<file path="config.mk">
export PLATFORM = sky130hd
export DESIGN_NAME = smbus_target_responder
export DESIGN_NICKNAME = d
export VERILOG_FILES = /design/src/rtl/smbus_target_pkg.sv /design/src/rtl/smbus_input_filter.sv /design/src/rtl/smbus_target_responder.sv
export SDC_FILE = /design/constraint.sdc
export NUM_CORES = 1
export LEC_CHECK = 0
export ABC_AREA = 1
export CORE_ASPECT_RATIO = 1.75
export CORE_MARGIN = 10
export CORE_UTILIZATION = 56
export DETAILED_ROUTE_END_ITERATION = 6
export PLACE_DENSITY = 0.79
export SLEW_MARGIN = 10
export SYNTH_ARGS = -nofsm -noshare
export SYNTH_HDL_FRONTEND = slang
export SYNTH_SLANG_ARGS = --single-unit
</file>
<file path="constraint.sdc">
create_clock -name sys_clk -period 2.1 [get_ports sys_clk]
set_input_delay 0.42 -clock sys_clk [delete_from_list [all_inputs] [get_ports sys_clk]]
set_output_delay 0.42 -clock sys_clk [all_outputs]
set_load 0.01 [all_outputs]
</file>
<file path="src/rtl/smbus_target_pkg.sv">
`default_nettype none
// smbus_target_pkg -- shared state encoding and bus constants for the SMBus target responder.
// Revision 1.0
package smbus_target_pkg;

   typedef enum logic [2:0] {
      IDLE      = 3'd0,
      RX_ADDR   = 3'd1,
      ACK_ADDR  = 3'd2,
      RX_BYTE   = 3'd3,
      ACK_BYTE  = 3'd4,
      TX_BYTE   = 3'd5,
      RX_ACK    = 3'd6,
      WAIT_STOP = 3'd7
   } smbus_state_t;

   localparam logic       ACK_BIT             = 1'b0;
   localparam logic       NACK_BIT            = 1'b1;
   localparam logic [6:0] DEFAULT_TARGET_ADDR = 7'h38;
   localparam int         BIT_CNT_W           = 4;

endpackage
`default_nettype wire

</file>
<file path="src/rtl/smbus_input_filter.sv">
`default_nettype none
// smbus_input_filter -- 2-flop synchronizer, FILTER_LEN-sample glitch filter and edge pulses.
// Revision 1.0
module smbus_input_filter #(
   parameter int FILTER_LEN = 3
) (
   input  logic clk_i,
   input  logic rst_i,
   input  logic d_i,
   output logic q_o,
   output logic rise_o,
   output logic fall_o
);

   localparam int CNT_W = (FILTER_LEN > 1) ? $clog2(FILTER_LEN) : 1;

   logic [1:0]       sync_q;
   logic             filt_q;
   logic             prev_q;
   logic [CNT_W-1:0] cnt_q;

   // Idle-high reset so a released bus produces no edges coming out of reset.
   always_ff @(posedge clk_i) begin
      if (rst_i) begin
         sync_q <= 2'b11;
         filt_q <= 1'b1;
         prev_q <= 1'b1;
         cnt_q  <= '0;
      end else begin
         sync_q <= {sync_q[0], d_i};
         prev_q <= filt_q;
         if (sync_q[1] != filt_q) begin
            if (cnt_q == CNT_W'(FILTER_LEN - 1)) begin
               filt_q <= sync_q[1];
               cnt_q  <= '0;
            end else begin
               cnt_q <= cnt_q + CNT_W'(1);
            end
         end else begin
            cnt_q <= '0;
         end
      end
   end

   assign q_o    = filt_q;
   assign rise_o = filt_q & ~prev_q;
   assign fall_o = ~filt_q & prev_q;

endmodule
`default_nettype wire

</file>
<file path="src/rtl/smbus_target_responder.sv">
`default_nettype none
// smbus_target_responder -- SMBus/I2C target with 8-bit register port and auto-incrementing pointer.
// Revision 1.0
module smbus_target_responder
   import smbus_target_pkg::*;
#(
   parameter logic [6:0] TARGET_ADDR = DEFAULT_TARGET_ADDR,
   parameter int         FILTER_LEN  = 3
) (
   input  logic       sys_clk,
   input  logic       sys_clk_reset_sync,
   input  logic       scl_in,
   input  logic       sda_in,
   output logic       sda_oe,
   output logic [7:0] reg_addr,
   output logic       reg_wr,
   output logic [7:0] reg_wdata,
   output logic       reg_rd,
   input  logic [7:0] reg_rdata,
   output logic       busy
);

   localparam logic [BIT_CNT_W-1:0] BYTE_DONE = BIT_CNT_W'(8);
   localparam logic [BIT_CNT_W-1:0] LAST_BIT  = BIT_CNT_W'(7);

   logic scl_f, scl_rise, scl_fall;
   logic sda_f, sda_rise, sda_fall;

   smbus_input_filter #(.FILTER_LEN(FILTER_LEN)) u_scl_filter (
      .clk_i  (sys_clk),
      .rst_i  (sys_clk_reset_sync),
      .d_i    (scl_in),
      .q_o    (scl_f),
      .rise_o (scl_rise),
      .fall_o (scl_fall)
   );

   smbus_input_filter #(.FILTER_LEN(FILTER_LEN)) u_sda_filter (
      .clk_i  (sys_clk),
      .rst_i  (sys_clk_reset_sync),
      .d_i    (sda_in),
      .q_o    (sda_f),
      .rise_o (sda_rise),
      .fall_o (sda_fall)
   );

   logic start_det, stop_det;
   assign start_det = sda_fall & scl_f;
   assign stop_det  = sda_rise & scl_f;

   smbus_state_t         state_q, state_d;
   logic [BIT_CNT_W-1:0] bit_cnt_q, bit_cnt_d;
   logic [7:0]           shift_q, shift_d;
   logic [7:0]           tx_q, tx_d;
   logic [7:0]           ptr_q, ptr_d;
   logic [7:0]           wdata_q, wdata_d;
   logic                 sda_oe_q, sda_oe_d;
   logic                 busy_q, busy_d;
   logic                 first_byte_q, first_byte_d;
   logic                 rw_q, rw_d;
   logic                 ack_seen_q, ack_seen_d;
   logic                 wr_q, wr_d;
   logic                 rd_q, rd_d;
   logic                 rd_cap_q, rd_cap_d;
   logic [7:0]           rx_byte;

   always_ff @(posedge sys_clk) begin
      if (sys_clk_reset_sync) begin
         state_q      <= IDLE;
         bit_cnt_q    <= '0;
         shift_q      <= '0;
         tx_q         <= '0;
         ptr_q        <= '0;
         wdata_q      <= '0;
         sda_oe_q     <= 1'b0;
         busy_q       <= 1'b0;
         first_byte_q <= 1'b0;
         rw_q         <= 1'b0;
         ack_seen_q   <= 1'b0;
         wr_q         <= 1'b0;
         rd_q         <= 1'b0;
         rd_cap_q     <= 1'b0;
      end else begin
         state_q      <= state_d;
         bit_cnt_q    <= bit_cnt_d;
         shift_q      <= shift_d;
         tx_q         <= tx_d;
         ptr_q        <= ptr_d;
         wdata_q      <= wdata_d;
         sda_oe_q     <= sda_oe_d;
         busy_q       <= busy_d;
         first_byte_q <= first_byte_d;
         rw_q         <= rw_d;
         ack_seen_q   <= ack_seen_d;
         wr_q         <= wr_d;
         rd_q         <= rd_d;
         rd_cap_q     <= rd_cap_d;
      end
   end

   always_comb begin
      state_d      = state_q;
      bit_cnt_d    = bit_cnt_q;
      shift_d      = shift_q;
      tx_d         = tx_q;
      ptr_d        = ptr_q;
      wdata_d      = wdata_q;
      sda_oe_d     = sda_oe_q;
      busy_d       = busy_q;
      first_byte_d = first_byte_q;
      rw_d         = rw_q;
      ack_seen_d   = ack_seen_q;
      wr_d         = 1'b0;
      rd_d         = 1'b0;
      rd_cap_d     = rd_q;
      rx_byte      = {shift_q[6:0], sda_f};

      // Pointer advances after each access strobe; read data lands one cycle after reg_rd.
      if (wr_q || rd_q) begin
         ptr_d = ptr_q + 8'd1;
      end
      if (rd_cap_q) begin
         tx_d = reg_rdata;
      end

      if (stop_det) begin
         state_d   = IDLE;
         bit_cnt_d = '0;
         sda_oe_d  = 1'b0;
         busy_d    = 1'b0;
      end else if (start_det) begin
         state_d   = RX_ADDR;
         bit_cnt_d = '0;
         sda_oe_d  = 1'b0;
      end else begin
         case (state_q)
            IDLE, WAIT_STOP: begin
               sda_oe_d = 1'b0;
            end
            RX_ADDR: begin
               if (scl_rise && bit_cnt_q != BYTE_DONE) begin
                  shift_d   = rx_byte;
                  bit_cnt_d = bit_cnt_q + BIT_CNT_W'(1);
               end else if (scl_fall && bit_cnt_q == BYTE_DONE) begin
                  bit_cnt_d = '0;
                  if (shift_q[7:1] == TARGET_ADDR) begin
                     state_d  = ACK_ADDR;
                     sda_oe_d = ~ACK_BIT;
                     busy_d   = 1'b1;
                     rw_d     = shift_q[0];
                  end else begin
                     state_d  = WAIT_STOP;
                     sda_oe_d = 1'b0;
                     busy_d   = 1'b0;
                  end
               end
            end
            ACK_ADDR: begin
               if (scl_rise && rw_q) begin
                  rd_d = 1'b1;
               end else if (scl_fall) begin
                  bit_cnt_d = '0;
                  if (rw_q) begin
                     state_d  = TX_BYTE;
                     sda_oe_d = ~tx_q[7];
                  end else begin
                     state_d      = RX_BYTE;
                     sda_oe_d     = 1'b0;
                     first_byte_d = 1'b1;
                  end
               end
            end
            RX_BYTE: begin
               if (scl_rise && bit_cnt_q != BYTE_DONE) begin
                  shift_d   = rx_byte;
                  bit_cnt_d = bit_cnt_q + BIT_CNT_W'(1);
                  if (bit_cnt_q == LAST_BIT) begin
                     if (first_byte_q) begin
                        ptr_d        = rx_byte;
                        first_byte_d = 1'b0;
                     end else begin
                        wr_d    = 1'b1;
                        wdata_d = rx_byte;
                     end
                  end
               end else if (scl_fall && bit_cnt_q == BYTE_DONE) begin
                  state_d   = ACK_BYTE;
                  bit_cnt_d = '0;
                  sda_oe_d  = ~ACK_BIT;
               end
            end
            ACK_BYTE: begin
               if (scl_fall) begin
                  state_d  = RX_BYTE;
                  sda_oe_d = 1'b0;
               end
            end
            TX_BYTE: begin
               if (scl_rise && bit_cnt_q != BYTE_DONE) begin
                  bit_cnt_d = bit_cnt_q + BIT_CNT_W'(1);
               end else if (scl_fall) begin
                  if (bit_cnt_q == BYTE_DONE) begin
                     state_d    = RX_ACK;
                     sda_oe_d   = 1'b0;
                     ack_seen_d = 1'b0;
                  end else begin
                     sda_oe_d = ~tx_q[6];
                     tx_d     = {tx_q[6:0], 1'b0};
                  end
               end
            end
            RX_ACK: begin
               if (scl_rise) begin
                  if (sda_f == NACK_BIT) begin
                     state_d = WAIT_STOP;
                     busy_d  = 1'b0;
                  end else begin
                     rd_d       = 1'b1;
                     ack_seen_d = 1'b1;
                  end
               end else if (scl_fall && ack_seen_q) begin
                  state_d   = TX_BYTE;
                  bit_cnt_d = '0;
                  sda_oe_d  = ~tx_q[7];
               end
            end
            default: begin
               state_d = IDLE;
            end
         endcase
      end
   end

   assign sda_oe    = sda_oe_q;
   assign reg_addr  = ptr_q;
   assign reg_wr    = wr_q;
   assign reg_wdata = wdata_q;
   assign reg_rd    = rd_q;
   assign busy      = busy_q;

endmodule
`default_nettype wire

</file>
==> flow_metrics.env, run 1 <==
export IMPL_outcome="completed"
export IMPL_cts_setup_buffers=0
export IMPL_start_util_pct=58.5
export IMPL_overflow=0
export IMPL_p_leak_nw=1.45
export IMPL_critPathMaxFanout=9
export IMPL_grt_setup_unrepaired="false"
export IMPL_ff_latch_area_um2=1180
export IMPL_finClkSkew_ns=0.00612
export IMPL_vias=2715
export IMPL_ys_types=32
export IMPL_hold_buffers=0
export IMPL_die_y_um=116
export IMPL_synth_top_area_share_pct=40.2
export IMPL_arrival_ns=2.10
export IMPL_rows=34
export IMPL_detail_route_antenna_nets=0
export IMPL_die_area_um2=8650
export IMPL_synthSimpleGateAreaFrac_pct=28.7
export IMPL_synthAdderAreaFrac_pct=2.13
export IMPL_ir_worst_vdd_uv=591
export IMPL_grt_max_degree=37
export IMPL_syn_area_um2=2940
export IMPL_multiInputGateArea_um2=1480
export IMPL_place_congestion=0.935
export IMPL_synth_xor_area_share_pct=2.09
export IMPL_crit_type="reg2reg"
export IMPL_ys_warn_count=0
export IMPL_async_reset_ff_share_pct=0
export IMPL_dp_hpwl_um=5120
export IMPL_synth_top_family_by_area="simple AND/OR/NAND/NOR gates"
export IMPL_cts_buffers=9
export IMPL_cts_buffer_depth=2
export IMPL_slew_headroom_pct=70.7
export IMPL_area_growth_pct=18.2
export IMPL_grt_use_total_pct=16.7
export IMPL_core_area_um2=5020
export IMPL_synth_ff_type="dfxtp_1"
export IMPL_root_buffer="clkbuf_8"
export IMPL_synth_edf_count=0
export IMPL_synth_fp_nets=429
export IMPL_nets=464
export IMPL_diodes=0
export IMPL_hold_viol_final=0
export IMPL_start_kind="flip-flop"
export IMPL_maxSlewViolCount=0
export IMPL_final_period_utilization_pct=90.1
export IMPL_dp_slack_ns=0.249
export IMPL_synthMuxAreaShare_pct=0
export IMPL_grt_pass1_wl_um=11500
export IMPL_end_kind="flip-flop"
export IMPL_synth_seq_cells=59
export IMPL_antenna_found_initial=0
export IMPL_p_per_area_nw_per_um2=832
export IMPL_ys_top_cells_by_area="dfxtp_1 (40%), nand2_1 (8.4%), o21ai_0 (8.0%)"
export IMPL_first_global_vias=2600
export IMPL_synth_cells=412
export IMPL_synth_top_cells_by_count="nand2_1 (66), dfxtp_1 (59), nor2_1 (50)"
export IMPL_max_freq_ghz=0.529
export IMPL_timing_setup_tns_ns=0
export IMPL_detail_route_drc_violations=0
export IMPL_portBuffers=31
export IMPL_seq_area_frac_synth_pct=40.2
export IMPL_path_clk_slew_ns=0.07
export IMPL_wl_per_cell_um=13.4
export IMPL_cap_violations=0
export IMPL_cts_tree="built"
export IMPL_ctsResizeCount=0
export IMPL_hp_class="reg2reg"
export IMPL_worst_pin_slew_ns=0.438
export IMPL_avgSynthCellArea_um2=7.13
export IMPL_timing_final_ws_setup_ns=0.208
export IMPL_fin_crit_ns=1.89
export IMPL_synth_top_area_cell="dfxtp_1"
export IMPL_required_ns=2.31
export IMPL_initialDrtViolationCount=210
export IMPL_fill_cells=429
export IMPL_cts_htree_levels=3
export IMPL_yosysMostFrequentCell="nand2_1"
export IMPL_drive_above_1_share_pct=11.7
export IMPL_dr_pass1_iters=6
export IMPL_clk_insertion_delay_late_ns=0.33
export IMPL_drt_wl_total_um=6800
export IMPL_synth_compound_area_share_pct=17.6
export IMPL_die_x_um=74.7
export IMPL_ioPinCount=32
export IMPL_cts_sinks=59
export IMPL_setup_viol=0
export IMPL_avgViaCountPerCell=5.37
-- flip-flops by register name, indices dropped and copies added, names as in the netlist, 2 cells and up --
signal	flops
reg_wdata	8
tx_q	8
u_sda_filter.cnt_q	2
u_sda_filter.sync_q	2
bit_cnt_q	4
u_scl_filter.sync_q	2
reg_addr	8
shift_q	8
u_scl_filter.cnt_q	2
state_q	3
-- power breakdown --
part           switching (W)  internal [W]  total (W)  leakage (nW)
registers          0.0000628       0.00117    0.00124         0.478
clock network       0.000434      0.000579    0.00101        0.0926
logic               0.000400      0.000238   0.000638         0.881
-- worst max-delay path: stages, from the launching register on --
cell	delay, ns
dfxtp_1	0.41
inv_1	0.06
ha_1	0.20
nand2_1	0.07
nor2_1	0.07
nor2_2	0.24
nand2_4	0.10
nor2_4	0.21
inv_2	0.11
o21ai_0	0.22
a21oi_1	0.07
-- placed cells by master, fill, tap and decap left out, types with 3 or more instances in the layout --
cell	Yosys	final
a21oi_1	42	42
a31oi_1	3	3
buf_4	3	4
clkbuf_8	0	10
clkdlybuf4s50_1	0	31
dfxtp_1	59	59
ha_1	5	5
inv_1	48	48
inv_2	6	6
nand2_1	66	66
nand2_2	4	4
nand3_1	22	22
nand4_1	6	6
nor2_1	50	50
nor2_2	7	7
nor2_4	4	4
nor3_1	6	6
o21ai_0	47	47
or2_2	4	4
xor2_1	6	6
-- kinds of logic (layout without fill, tap and decap cells) --
family / count (synthesis) / after routing
and+or+nand+nor: 177 / 177
AOI/OAI and AO/OA: 99 / 99
buffers and inverters: 65 / 105
DFF: 59 / 59
xor gates and xnor gates: 7 / 7
adders and majority gates: 5 / 5
-- area by class of cell --
type / instances / share of cell area, %
Tap cell: 54 / 1.95
Inverter: 54 / 5.84
Clock inverter: 4 / 1.44
Sequential cell: 59 / 34.0
Clock buffer: 12 / 4.18
Timing Repair Buffer: 35 / 9.81
Multi-Input combinational cell: 288 / 42.7
-- routing by layer --
metal | wire length [µm] | up-vias | global-route usage (%) | part of all wire, %
met4 | 281 | 0 | 9.26 | 4.1
met1 | 2630 | 1217 | 17.2 | 39
met3 | 331 | 23 | 5.57 | 4.9
met5 | 0 | - | 0 | 0
li1 | - | 1410 | - | -
met2 | 3560 | 65 | 28.5 | 52
-- worst paths after layout --
kind	from	end	slack (ns)	cells after the start
setup / recovery	bit_cnt_q[0]	reg_addr[2]	0.21	10
hold / removal	u_scl_filter.sync_q[0]	u_scl_filter.sync_q[1]	0.41	1
setup reg to reg	bit_cnt_q[0]	reg_addr[2]	0.21	10
hold reg to reg	u_scl_filter.sync_q[0]	u_scl_filter.sync_q[1]	0.41	1
-- per-stage QoR --
step	utilization [%]	hold WS, ns	total power, W	cells	cell area [µm²]
global route	69.1	0.422	0.00305	506	3470
detailed placement	65.2	0.393	0.00189	490	3270
finish	69.1	0.413	0.00289	506	3470
global placement	65.2	0.392	0.00188	490	3270
CTS	69.1	0.414	0.00291	506	3470
floorplan	-	0.389	0.00173	412	2940
(Power assumes the default switching activity.)
==> inputs of run 2 (changes only) <==
CORE_UTILIZATION = 43   (was 56)
CTS_BUF_LIST = sky130_fd_sc_hd__clkbuf_4 sky130_fd_sc_hd__clkbuf_8   (was not set)
PLACE_DENSITY = not set   (was 0.79)
==> flow_metrics.env, run 2 (same netlist as run 1, synthesis figures left out) <==
export IMPL_outcome="completed"
export IMPL_timing_setup_tns_ns=0
export IMPL_dr_pass1_iters=4
export IMPL_core_area_um2=6590
export IMPL_grt_max_degree=37
export IMPL_critPathMaxFanout=16
export IMPL_start_util_pct=44.6
export IMPL_cts_htree_levels=3
export IMPL_hp_class="reg2reg"
export IMPL_finClkSkew_ns=0.00688
export IMPL_end_kind="flip-flop"
export IMPL_ctsResizeCount=0
export IMPL_fin_cells=535
export IMPL_vias=2686
export IMPL_path_clk_slew_ns=0.07
export IMPL_timing_final_ws_setup_ns=0.267
export IMPL_worst_pin_slew_ns=0.455
export IMPL_arrival_ns=2.07
export IMPL_dp_hpwl_um=5470
export IMPL_drt_wl_total_um=7170
export IMPL_portBuffers=31
export IMPL_slew_headroom_pct=69.6
export IMPL_mostFrequentLayoutCells="nand2_1 (66), dfxtp_1 (59), nor2_1 (50), inv_1 (48), o21ai_0 (47)"
export IMPL_max_freq_ghz=0.546
export IMPL_wl_per_cell_um=13.4
export IMPL_start_kind="flip-flop"
export IMPL_ir_worst_vdd_uv=706
export IMPL_detail_route_antenna_nets=0
export IMPL_grt_use_total_pct=14.5
export IMPL_crit_buf_inv=3
export IMPL_crit_path_frequent_cell="nor2_1"
export IMPL_p_leak_nw=1.48
export IMPL_fin_area_um2=3550
export IMPL_place_congestion=0.952
export IMPL_drive_above_1_share_pct=12.4
export IMPL_cts_sinks=59
export IMPL_setup_viol=0
export IMPL_multiInputGateArea_um2=1480
export IMPL_ff_latch_area_um2=1180
export IMPL_fill_cells=692
export IMPL_grt_pass1_wl_um=12200
export IMPL_first_global_vias=2638
export IMPL_required_ns=2.33
export IMPL_r2r_slack_ns=0.27
export IMPL_initialDrtViolationCount=185
export IMPL_cts_buffer_depth=2
export IMPL_antenna_found_initial=0
export IMPL_nets=465
export IMPL_grt_setup_unrepaired="false"
export IMPL_final_common_cell="nand2_1"
export IMPL_cap_violations=0
export IMPL_cpPeakStageDelay_ns=0.42
export IMPL_cts_setup_buffers=0
export IMPL_die_y_um=129
export IMPL_diodes=0
export IMPL_final_period_utilization_pct=87.3
export IMPL_cts_buffers=9
export IMPL_crit_path_top_delay_cell="dfxtp_1"
export IMPL_die_area_um2=10700
export IMPL_rows=39
export IMPL_dp_slack_ns=0.297
export IMPL_root_buffer="clkbuf_8"
export IMPL_avgViaCountPerCell=5.02
export IMPL_crit_type="reg2reg"
export IMPL_overflow=0
export IMPL_crit_chain="inv_1 > ha_1 > nand2_1 > nor2_1 > nor2_2 > nand2_4 > nor3_4 > buf_4 > inv_1 > nor2_1 > nor2_1"
export IMPL_area_growth_pct=21.0
export IMPL_dp_cells=519
export IMPL_crit_family="simple AND/OR/NAND/NOR gates"
export IMPL_fin_crit_ns=1.83
export IMPL_hold_viol_final=0
export IMPL_ioPinCount=32
export IMPL_maxSlewViolCount=0
export IMPL_p_per_area_nw_per_um2=868
export IMPL_detail_route_drc_violations=0
export IMPL_cts_tree="built"
export IMPL_hold_buffers=0
export IMPL_die_x_um=82.5
export IMPL_clk_insertion_delay_late_ns=0.34
export IMPL_placed_cell_area_um2=3320
[run 2: area by class of cell]
class | count | area share [%]
multi-input combinational | 288 | 41.7
sequential | 59 | 33.2
timing repair buffer | 36 | 9.79
inverter | 54 | 5.70
clock buffer | 11 | 4.26
tap | 82 | 2.89
clock inverter | 5 | 2.39
[run 2: where the power goes]
group	internal (W)	switching [W]
clock network	0.000737	0.000475
registers	0.00117	0.0000630
logic	0.000238	0.000397
total	0.00215	0.000935
[run 2: worst register-to-register path: cells and delay by family (launching register included)]
family	cells	cell delay (ns)
flip-flops	1	0.42
AND/OR/NAND/NOR	7	0.74
adder cells (fa/ha/maj)	1	0.21
buffers and inverters	3	0.38
[run 2: final timing paths]
check / start / end / depth (start not counted)
min reg2reg: u_scl_filter.sync_q[0] / u_scl_filter.sync_q[1] / 1
max: bit_cnt_q[0] / reg_wdata[4] / 11
max reg2reg: bit_cnt_q[0] / reg_wdata[4] / 11
min: u_scl_filter.sync_q[0] / u_scl_filter.sync_q[1] / 1
[run 2: per-stage QoR]
stage / power [W] / hold WS, ns / util, %
finish: 0.00308 / 0.412 / 53.9
global route: 0.00327 / 0.426 / 53.9
CTS: 0.00311 / 0.414 / 53.9
detailed placement: 0.00189 / 0.396 / 50.4
global placement: 0.00189 / 0.397 / 50.4
floorplan: 0.00173 / 0.389 / -
[run 2: metal layers]
layer	track usage (%)	wire length (µm)
met1	15.0	2930
met3	3.88	264
met5	0	0
met2	24.6	3670
met4	9.36	305
==> inputs of run 3 (changes only) <==
MAX_ROUTING_LAYER = met4   (was not set)
PLACE_DENSITY = 0.66   (was not set)
clock period = 1.5 ns   (was 2.1 ns; I/O delays follow)
==> flow_metrics.env, run 3 (same netlist as run 1, synthesis figures left out) <==
export IMPL_cts_sinks=59
export IMPL_dp_slack_ns=-0.108
export IMPL_maxSlewViolCount=0
export IMPL_avgViaCountPerCell=5.05
export IMPL_failed_checks="negative setup slack"
export IMPL_initialDrtViolationCount=188
export IMPL_drive_above_1_share_pct=30.0
export IMPL_timing_final_ws_setup_ns=-0.0676
export IMPL_crit_chain="inv_2 > ha_4 > nand2_4 > nor2_4 > nor2_4 > buf_6 > nand2_2 > nand3_2 > nor2_4 > nand3_2 > nand2_1 > nor2_1"
export IMPL_crit_cells=12
export IMPL_rows=39
export IMPL_grt_use_total_pct=15.6
export IMPL_p_per_area_nw_per_um2=1100
export IMPL_root_buffer="clkbuf_8"
export IMPL_diodes=0
export IMPL_outcome="complete, but fails checks"
export IMPL_die_area_um2=10700
export IMPL_grt_max_degree=36
export IMPL_grt_pass1_wl_um=12600
export IMPL_reg2reg_depth=12
export IMPL_crit_path_top_delay_cell="dfxtp_2"
export IMPL_fill_cells=610
export IMPL_place_congestion=0.904
export IMPL_timing_setup_tns_ns=-0.494
export IMPL_wl_per_cell_um=13.6
export IMPL_critPathMaxFanout=6
export IMPL_nets=506
export IMPL_whs_path_depth=1
export IMPL_start_kind="flip-flop"
export IMPL_die_x_um=82.5
export IMPL_vias=2907
export IMPL_max_freq_ghz=0.638
export IMPL_hp_class="reg2reg"
export IMPL_ir_worst_vdd_uv=811
export IMPL_crit_path_frequent_cell="nor2_4"
export IMPL_detail_route_antenna_nets=0
export IMPL_required_ns=1.74
export IMPL_overflow=0
export IMPL_fin_area_um2=4100
export IMPL_detail_route_drc_violations=0
export IMPL_dr_pass1_iters=4
export IMPL_hold_slack_ns=0.408
export IMPL_crit_buf_inv=2
export IMPL_hold_buffers=0
export IMPL_grt_setup_unrepaired="true"
export IMPL_cap_violations=0
export IMPL_finClkSkew_ns=0.00887
export IMPL_crit_family="simple AND/OR/NAND/NOR gates"
export IMPL_clk_insertion_delay_late_ns=0.35
export IMPL_setup_viol=17
export IMPL_cpPeakStageDelay_ns=0.34
export IMPL_core_area_um2=6590
export IMPL_multiInputGateArea_um2=1690
export IMPL_area_growth_pct=39.7
export IMPL_cts_buffer_depth=2
export IMPL_final_util_pct=62.3
export IMPL_end_kind="flip-flop"
export IMPL_antenna_found_initial=0
export IMPL_slew_headroom_pct=70.5
export IMPL_cts_htree_levels=3
export IMPL_path_clk_slew_ns=0.07
export IMPL_dp_hpwl_um=5730
export IMPL_cts_tree="built"
export IMPL_p_leak_nw=1.85
export IMPL_hold_viol_final=0
export IMPL_final_common_cell="nand2_1"
export IMPL_ff_latch_area_um2=1190
export IMPL_ioPinCount=32
export IMPL_drt_wl_total_um=7850
export IMPL_cts_buffers=9
export IMPL_mostFrequentLayoutCells="nand2_1 (60), dfxtp_1 (51), inv_1 (46), nor2_1 (46), buf_4 (36)"
export IMPL_start_util_pct=44.6
export IMPL_final_period_utilization_pct=105
export IMPL_placed_cell_area_um2=3640
export IMPL_portBuffers=31
export IMPL_crit_type="reg2reg"
export IMPL_fin_crit_ns=1.57
export IMPL_first_global_vias=2921
export IMPL_worst_pin_slew_ns=0.441
export IMPL_die_y_um=129
export IMPL_arrival_ns=1.80
run 3: changes by cell type in the layout (fill, tap and decap cells not counted), moves of 7 or more:
cell	change
dlygate4sd2_1	+20
buf_6	+7
o21ai_0	-24
a21oi_1	-8
dfxtp_2	+8
nand3_2	+7
a21oi_2	+8
o21ai_1	+10
o21ai_2	+14
nand3_1	-7
clkdlybuf4s50_1	-20
buf_4	+31
dfxtp_1	-8
run 3: worst paths after layout:
path | start | endpoint | slack (ns)
worst max-delay path | bit_cnt_q[0] | state_q[1] | -0.07
worst min-delay path | u_sda_filter.cnt_q[0] | u_sda_filter.cnt_q[0] | 0.41
worst max register to register | bit_cnt_q[0] | state_q[1] | -0.07
worst min register to register | u_sda_filter.cnt_q[0] | u_sda_filter.cnt_q[0] | 0.41
run 3: area by class of cell:
type	instances	share of cell area, %
multi-input cells	288	41.2
flip-flops and latches	59	29.0
well taps	82	2.50
clock inverters	3	1.10
clock buffers	13	4.21
repair buffers	77	16.9
inverters	54	5.00
run 3: metrics by stage:
step	instances	total power, W
2_1_floorplan	412	0.00244
3_3_place_gp	553	0.00280
4_1_cts	573	0.00446
3_5_place_dp	553	0.00282
5_1_grt	576	0.00473
6_report	576	0.00451
run 3: power by group:
group / internal, W / total (W) / switching (W)
registers: 0.00165 / 0.00173 / 0.0000831
clock network: 0.000921 / 0.00155 / 0.000631
logic: 0.000515 / 0.00122 / 0.000708
total: 0.00309 / 0.00451 / 0.00142
run 3: repair_timing:
item / 4_1_cts / 5_1_grt
setup endpoints to repair: 48 / 44
pin swaps: 7 / 9
hold endpoints to repair: 0 / 0
buffers inserted: 4 / 3
cloned: 0 / 0
gates resized for setup: 66 / 38
run 3: routing by layer:
| metal | global-route usage (%) | share of wire [%] | up-vias | wire, µm |
|---|---|---|---|---|
| met1 | 14.2 | 38 | 1333 | 3010 |
| met3 | 4.29 | 3.2 | 27 | 249 |
| met2 | 26.2 | 54 | 53 | 4210 |
| met4 | 12.1 | 4.8 | 0 | 378 |
| met5 | - | 0 | - | 0 |
| li1 | - | - | 1494 | - |
